===== config.mk =====
export PLATFORM = sky130hd
export DESIGN_NAME = softmax_job_scheduler
export DESIGN_NICKNAME = d
export VERILOG_FILES = /design/src/rtl/softmax_sched_pkg.sv /design/src/rtl/softmax_job_fifo.sv /design/src/rtl/softmax_job_scheduler.sv
export SDC_FILE = /design/constraint.sdc
export NUM_CORES = 1
export LEC_CHECK = 0
export ABC_AREA = 1
export ABC_CLOCK_PERIOD_IN_PS = 8300
export CAP_MARGIN = 0
export CORE_UTILIZATION = 60
export CTS_CLUSTER_DIAMETER = 200
export CTS_CLUSTER_SIZE = 8
export DETAILED_ROUTE_END_ITERATION = 10
export GPL_ROUTABILITY_DRIVEN = 1
export HOLD_SLACK_MARGIN = 0.05
export PLACE_DENSITY = 0.85
export SLEW_MARGIN = 0
export SYNTH_ARGS = -nofsm -noshare
export SYNTH_HDL_FRONTEND = slang
export SYNTH_HIERARCHICAL = 1
export SYNTH_SLANG_ARGS = --single-unit

===== constraint.sdc =====
create_clock -name clk -period 8.3 [get_ports clk]
set_input_delay 1.66 -clock clk [delete_from_list [all_inputs] [get_ports clk]]
set_output_delay 1.66 -clock clk [all_outputs]
set_load 0.02 [all_outputs]

===== src/rtl/softmax_sched_pkg.sv =====
// Shared types and constants for the softmax job scheduler.
//   sched_state_e : scheduler FSM states
//   job_desc_t    : (start_addr, end_addr) descriptor at the default address width
//   CompletedW    : width of the wrapping completion counter
package softmax_sched_pkg;

  localparam int unsigned AddrSizeDef = 8;
  localparam int unsigned CompletedW  = 16;

  typedef enum logic [2:0] {
    IDLE,
    INIT,
    LAUNCH,
    RUN,
    ABORT
  } sched_state_e;

  typedef struct packed {
    logic [AddrSizeDef-1:0] start_addr;
    logic [AddrSizeDef-1:0] end_addr;
  } job_desc_t;

endpackage


===== src/rtl/softmax_job_fifo.sv =====
// Synchronous descriptor FIFO for the softmax job scheduler.
//   clk, reset (sync, active-low)
//   push/wdata : write at tail (ignored when full)
//   pop/rdata  : rdata is the head entry; pop advances it (ignored when empty)
//   full, empty, count : occupancy status
module softmax_job_fifo #(
  parameter int unsigned Width = 16,
  parameter int unsigned Depth = 4
) (
  input  logic                     clk,
  input  logic                     reset,
  input  logic                     push,
  input  logic [Width-1:0]         wdata,
  input  logic                     pop,
  output logic [Width-1:0]         rdata,
  output logic                     full,
  output logic                     empty,
  output logic [$clog2(Depth):0]   count
);

  localparam int unsigned IdxW = $clog2(Depth);
  localparam logic [IdxW:0] PtrOne = (IdxW + 1)'(1);

  // Pointers carry one extra MSB so full and empty are distinguishable.
  logic [IdxW:0]      wr_ptr_q, rd_ptr_q;
  logic [Width-1:0]   mem_q [Depth];
  logic               do_push, do_pop;

  assign empty   = (wr_ptr_q == rd_ptr_q);
  assign full    = (wr_ptr_q[IdxW] != rd_ptr_q[IdxW]) &&
                   (wr_ptr_q[IdxW-1:0] == rd_ptr_q[IdxW-1:0]);
  assign count   = wr_ptr_q - rd_ptr_q;
  assign do_push = push & ~full;
  assign do_pop  = pop & ~empty;
  assign rdata   = mem_q[rd_ptr_q[IdxW-1:0]];

  always_ff @(posedge clk) begin
    if (!reset) begin
      wr_ptr_q <= '0;
      rd_ptr_q <= '0;
    end else begin
      if (do_push) wr_ptr_q <= wr_ptr_q + PtrOne;
      if (do_pop)  rd_ptr_q <= rd_ptr_q + PtrOne;
    end
  end

  always_ff @(posedge clk) begin
    if (do_push) mem_q[wr_ptr_q[IdxW-1:0]] <= wdata;
  end

endmodule


===== src/rtl/softmax_job_scheduler.sv =====
// Sequences the softmax engine over queued (start_addr, end_addr) jobs.
//   clk, reset (sync, active-low)
//   job_valid/job_ready/job_start_addr/job_end_addr : descriptor push interface
//   timeout_limit : max RUN cycles per job, 0 disables
//   clear_err     : clears sticky error flags
//   sm_init/sm_start/sm_start_addr/sm_end_addr/sm_done : engine control
//   busy, job_done, jobs_completed, err_bad_range, err_timeout : status
module softmax_job_scheduler
  import softmax_sched_pkg::*;
#(
  parameter int unsigned ADDRSIZE = AddrSizeDef,
  parameter int unsigned DEPTH    = 4,
  parameter int unsigned TMO_W    = 16
) (
  input  logic                  clk,
  input  logic                  reset,
  input  logic                  job_valid,
  output logic                  job_ready,
  input  logic [ADDRSIZE-1:0]   job_start_addr,
  input  logic [ADDRSIZE-1:0]   job_end_addr,
  input  logic [TMO_W-1:0]      timeout_limit,
  input  logic                  clear_err,
  output logic                  sm_init,
  output logic                  sm_start,
  output logic [ADDRSIZE-1:0]   sm_start_addr,
  output logic [ADDRSIZE-1:0]   sm_end_addr,
  input  logic                  sm_done,
  output logic                  busy,
  output logic                  job_done,
  output logic [CompletedW-1:0] jobs_completed,
  output logic                  err_bad_range,
  output logic                  err_timeout
);

  localparam int unsigned DescW = 2 * ADDRSIZE;
  localparam int unsigned CntW  = $clog2(DEPTH) + 1;
  localparam logic [TMO_W-1:0]      TmoOne  = TMO_W'(1);
  localparam logic [CompletedW-1:0] CompOne = CompletedW'(1);

  sched_state_e            state_q, state_d;
  logic                    in_reset_q;
  logic [ADDRSIZE-1:0]     start_addr_q, start_addr_d;
  logic [ADDRSIZE-1:0]     end_addr_q, end_addr_d;
  logic [TMO_W-1:0]        tmo_cnt_q, tmo_cnt_d;
  logic [CompletedW-1:0]   completed_q, completed_d;
  logic                    job_done_q, job_done_d;
  logic                    err_range_q, err_range_d;
  logic                    err_tmo_q, err_tmo_d;
  logic                    range_evt, tmo_evt;

  logic                    fifo_push, fifo_pop, fifo_full, fifo_empty;
  logic [CntW-1:0]         fifo_count;
  logic [DescW-1:0]        head;
  logic [ADDRSIZE-1:0]     head_start, head_end;

  assign head_start = head[DescW-1:ADDRSIZE];
  assign head_end   = head[ADDRSIZE-1:0];

  // in_reset_q keeps the engine in init and blocks pushes for the cycle after each reset edge.
  assign job_ready = ~in_reset_q & ~fifo_full;
  assign fifo_push = job_valid & job_ready;

  softmax_job_fifo #(
    .Width (DescW),
    .Depth (DEPTH)
  ) u_fifo (
    .clk   (clk),
    .reset (reset),
    .push  (fifo_push),
    .wdata ({job_start_addr, job_end_addr}),
    .pop   (fifo_pop),
    .rdata (head),
    .full  (fifo_full),
    .empty (fifo_empty),
    .count (fifo_count)
  );

  always_comb begin
    state_d      = state_q;
    start_addr_d = start_addr_q;
    end_addr_d   = end_addr_q;
    tmo_cnt_d    = tmo_cnt_q;
    completed_d  = completed_q;
    job_done_d   = 1'b0;
    fifo_pop     = 1'b0;
    range_evt    = 1'b0;
    tmo_evt      = 1'b0;

    case (state_q)
      IDLE: begin
        if (!fifo_empty) begin
          fifo_pop = 1'b1;
          if (head_end < head_start) begin
            range_evt = 1'b1;
          end else begin
            start_addr_d = head_start;
            end_addr_d   = head_end;
            state_d      = INIT;
          end
        end
      end
      INIT: state_d = LAUNCH;
      LAUNCH: begin
        tmo_cnt_d = '0;
        state_d   = RUN;
      end
      RUN: begin
        if (sm_done) begin
          job_done_d  = 1'b1;
          completed_d = completed_q + CompOne;
          state_d     = IDLE;
        end else if ((timeout_limit != '0) && (tmo_cnt_q == timeout_limit - TmoOne)) begin
          tmo_evt = 1'b1;
          state_d = ABORT;
        end else begin
          tmo_cnt_d = tmo_cnt_q + TmoOne;
        end
      end
      ABORT:   state_d = IDLE;
      default: state_d = IDLE;
    endcase

    // A new error event outranks a simultaneous clear.
    err_range_d = (err_range_q & ~clear_err) | range_evt;
    err_tmo_d   = (err_tmo_q & ~clear_err) | tmo_evt;
  end

  always_ff @(posedge clk) begin
    if (!reset) begin
      state_q      <= IDLE;
      in_reset_q   <= 1'b1;
      start_addr_q <= '0;
      end_addr_q   <= '0;
      tmo_cnt_q    <= '0;
      completed_q  <= '0;
      job_done_q   <= 1'b0;
      err_range_q  <= 1'b0;
      err_tmo_q    <= 1'b0;
    end else begin
      state_q      <= state_d;
      in_reset_q   <= 1'b0;
      start_addr_q <= start_addr_d;
      end_addr_q   <= end_addr_d;
      tmo_cnt_q    <= tmo_cnt_d;
      completed_q  <= completed_d;
      job_done_q   <= job_done_d;
      err_range_q  <= err_range_d;
      err_tmo_q    <= err_tmo_d;
    end
  end

  // ABORT re-inits the engine to kill the hung job.
  assign sm_init        = in_reset_q | (state_q == INIT) | (state_q == ABORT);
  assign sm_start       = (state_q == LAUNCH);
  assign sm_start_addr  = start_addr_q;
  assign sm_end_addr    = end_addr_q;
  assign busy           = (state_q != IDLE) | (fifo_count != '0);
  assign job_done       = job_done_q;
  assign jobs_completed = completed_q;
  assign err_bad_range  = err_range_q;
  assign err_timeout    = err_tmo_q;

endmodule

==> impl_metrics.json <==
{
  "status": "finished clean",
  "hold_buffers": 0,
  "worstSetupEndpoint": "busy",
  "rows": 36,
  "p_leak_nw": 2.95,
  "insertion_delay_ns": 0.52,
  "diodes": 0,
  "grt_setup_unrepaired": "no",
  "reg2regPathDepth": 12,
  "wirelength_um": 14800,
  "hp-class": "flip-flop to flip-flop",
  "vias_per_cell": 5.57,
  "maxCapViolations": 0,
  "end_kind": "output pin",
  "die_w_um": 104,
  "synth_edf_count": 64,
  "clockRootBuffer": "clkbuf_8",
  "slew_viol_final": 0,
  "critPathKind": "flip-flop to output pin",
  "required_ns": 6.64,
  "htree_levels": 4,
  "first_iter_violations": 383,
  "ys_types": 43,
  "first_pass_iters": 5,
  "yosys_warnings": 6,
  "clock_skew_ns": 0.00764,
  "synthSimpleGateAreaFrac_pct": 24.1,
  "tightest_slew_ns": 1.10,
  "grt_start_max_net_pins": 34,
  "grt_pass1_vias": 5326,
  "layout.nets": 869,
  "cp_top_family": "adder cells",
  "avgSynthCellArea_um2": 8.52,
  "synth_fa_ha_area_share_pct": 3.93,
  "synth_top_area_cell": "edfxtp_1",
  "layout-drive-gt1-share_pct": 7.02,
  "cpMostUsedCell": "inv_1",
  "cp.arrival_ns": 2.58,
  "peakVddDrop_v": 0.000184,
  "yosysMostFrequentCell": "nor2_1",
  "ios": 76,
  "cts_tree": "done",
  "r2r_slack_ns": 4.20,
  "ctsResizeCount": 0,
  "synth_seq_cells": 127,
  "setup_tns_ns": 0,
  "synth.net_count": 789,
  "max_freq_ghz": 0.236,
  "crit_buf_inv": 3,
  "clock_path_buffers": 2,
  "netlist.area_leader.share_pct": 30.8,
  "maxSlewHeadroom_pct": 26.9,
  "r2r_end": "sm_start_addr[6]",
  "cp-startpoint": "u_fifo/wr_ptr_q[0]",
  "synthFlopType": "edfxtp_1",
  "crit_chain": "inv_1 > ha_1 > fa_1 > inv_1 > nor3_1 > nand2_1 > clkdlybuf4s50_1",
  "yosysSeqAreaShare_pct": 51.0,
  "grt_antenna_before_repair": 0,
  "synth_compound_area_share_pct": 11.1,
  "synthesis.instances": 733,
  "drc_errors": 0,
  "crit_path_start_kind": "flip-flop",
  "grt_pass1_wl_um": 23800,
  "async_flop_share_pct": 0,
  "hpwl_um": 9750,
  "die_area_um2": 10800,
  "synth.area.top_cells": "edfxtp_1 (31%), dfxtp_1 (20%), nor2_1 (7.6%)",
  "clk_pin_slew_ns": 0.06,
  "cts_buffers": 17,
  "wl_per_cell_um": 15.4,
  "power_density_nw_per_um2": 294,
  "die_h_um": 104,
  "vias": 5337,
  "ant_nets": 0,
  "period_needed_ns": 4.24,
  "syn_area_um2": 6240,
  "slowest_delay_ns": 0.54,
  "post-route-period-util_pct": 51.1,
  "start_util_pct": 63.0,
  "portBuffers": 75,
  "place_congestion": 0.938,
  "ys_top_cells_by_count": "nor2_1 (127), nand2_1 (120), inv_1 (73), edfxtp_1 (64), dfxtp_1 (63)",
  "cpMaxStageDelayCell": "clkdlybuf4s50_1",
  "fill_cells": 660,
  "hold_ws_ns": 0.461,
  "synth-xor-area-share_pct": 3.65,
  "cp.depth": 7,
  "synth_top_family_by_area": "simple AND/OR/NAND/NOR gates",
  "gr-total-overflow": 0,
  "cts_sinks": 127,
  "worstPathMaxFanout": 5,
  "finalSetupViolations": 0,
  "area_growth_pct": 24.2,
  "muxShareOfSynthArea_pct": 0,
  "gr-usage-all-layers_pct": 27.9,
  "core_area_um2": 9910,
  "postCtsSetupRepairBufs": 0,
  "timing_hold_violations_final": 0
}
## layer usage
metal	wire length (um)	share of wire, %	vias to the layer above	global-route usage, %
met1	5790	39	2470	30.7
met5	0	0	-	0
li1	-	-	2605	-
met4	511	3.5	0	18.2
met3	786	5.3	51	4.89
met2	7690	52	211	49.7
## per-stage QoR
stage / setup WS, ns / std cells / power [W] / utilization (%) / area [um2]
after floorplan: 4.86 / 733 / 0.00124 / - / 6240
after global placement: 4.13 / 927 / 0.00141 / 71.6 / 7100
after detailed placement: 4.05 / 927 / 0.00144 / 71.6 / 7100
after CTS: 4.04 / 959 / 0.00228 / 78.2 / 7750
after global routing: 3.88 / 959 / 0.00239 / 78.2 / 7750
final: 4.06 / 959 / 0.00228 / 78.2 / 7750
## registers in the layout, indices dropped and copies added, names as in the netlist, named ones only
| name | count |
|---|---|
| u_fifo/wr_ptr_q | 3 |
| tmo_cnt_q | 16 |
| jobs_completed | 16 |
| u_fifo/mem_q | 64 |
| err_bad_range | 1 |
| sm_end_addr | 8 |
| in_reset_q | 1 |
| err_timeout | 1 |
| sm_start_addr | 8 |
| state_q | 3 |
| u_fifo/rd_ptr_q | 3 |
| job_done | 1 |
## power by group
part           internal, W  switching [W]
Sequential        0.000712      0.0000611
Combinational     0.000240       0.000446
Clock             0.000549       0.000272
## area by class of cell
cell class	instances	area, um2	share of cell area (%)
clock buffers	18	418	5.39
clock inverters	14	239	3.08
inverters	77	290	3.74
multi-input cells	510	2670	34.4
flip-flops and latches	127	3180	41.1
well taps	133	166	2.15
repair buffers	80	788	10.2
## worst min-delay path: cells and delay by family (launching register included)
family             cells  cell delay, ns
DFF                    1            0.31
and+or+nand+nor        1            0.06
AOI/OAI and AO/OA      1            0.05
## cells by family (layout without fill, tap and decap cells)
| logic type | after synthesis | after routing |
|---|---|---|
| buffers and inverters | 96 | 189 |
| AND/OR/NAND/NOR | 337 | 337 |
| AO/OA/AOI/OAI | 128 | 128 |
| flip-flops | 127 | 127 |
| adder cells (fa/ha/maj) | 19 | 19 |
| XOR/XNOR | 26 | 26 |
## worst min path at each step
| stage | from | endpoint | cells after the start |
|---|---|---|---|
| floorplan | tmo_cnt_q[3] | tmo_cnt_q[3] | 2 |
| global placement | err_timeout | err_timeout | 2 |
| detailed placement | err_timeout | err_timeout | 2 |
| CTS | err_timeout | err_timeout | 2 |
| global route | err_timeout | err_timeout | 2 |
| finish | err_timeout | err_timeout | 2 |
## cell usage in the layout (no fill, tap or decap), types with 18 or more instances in the layout
cell,n
nor2_1,127
nand2_1,120
clkdlybuf4s50_1,75
inv_1,73
edfxtp_1,64
dfxtp_1,63
o21ai_0,53
a21oi_1,47
nand3_1,41
ha_1,18
(Power assumes the default switching activity.)
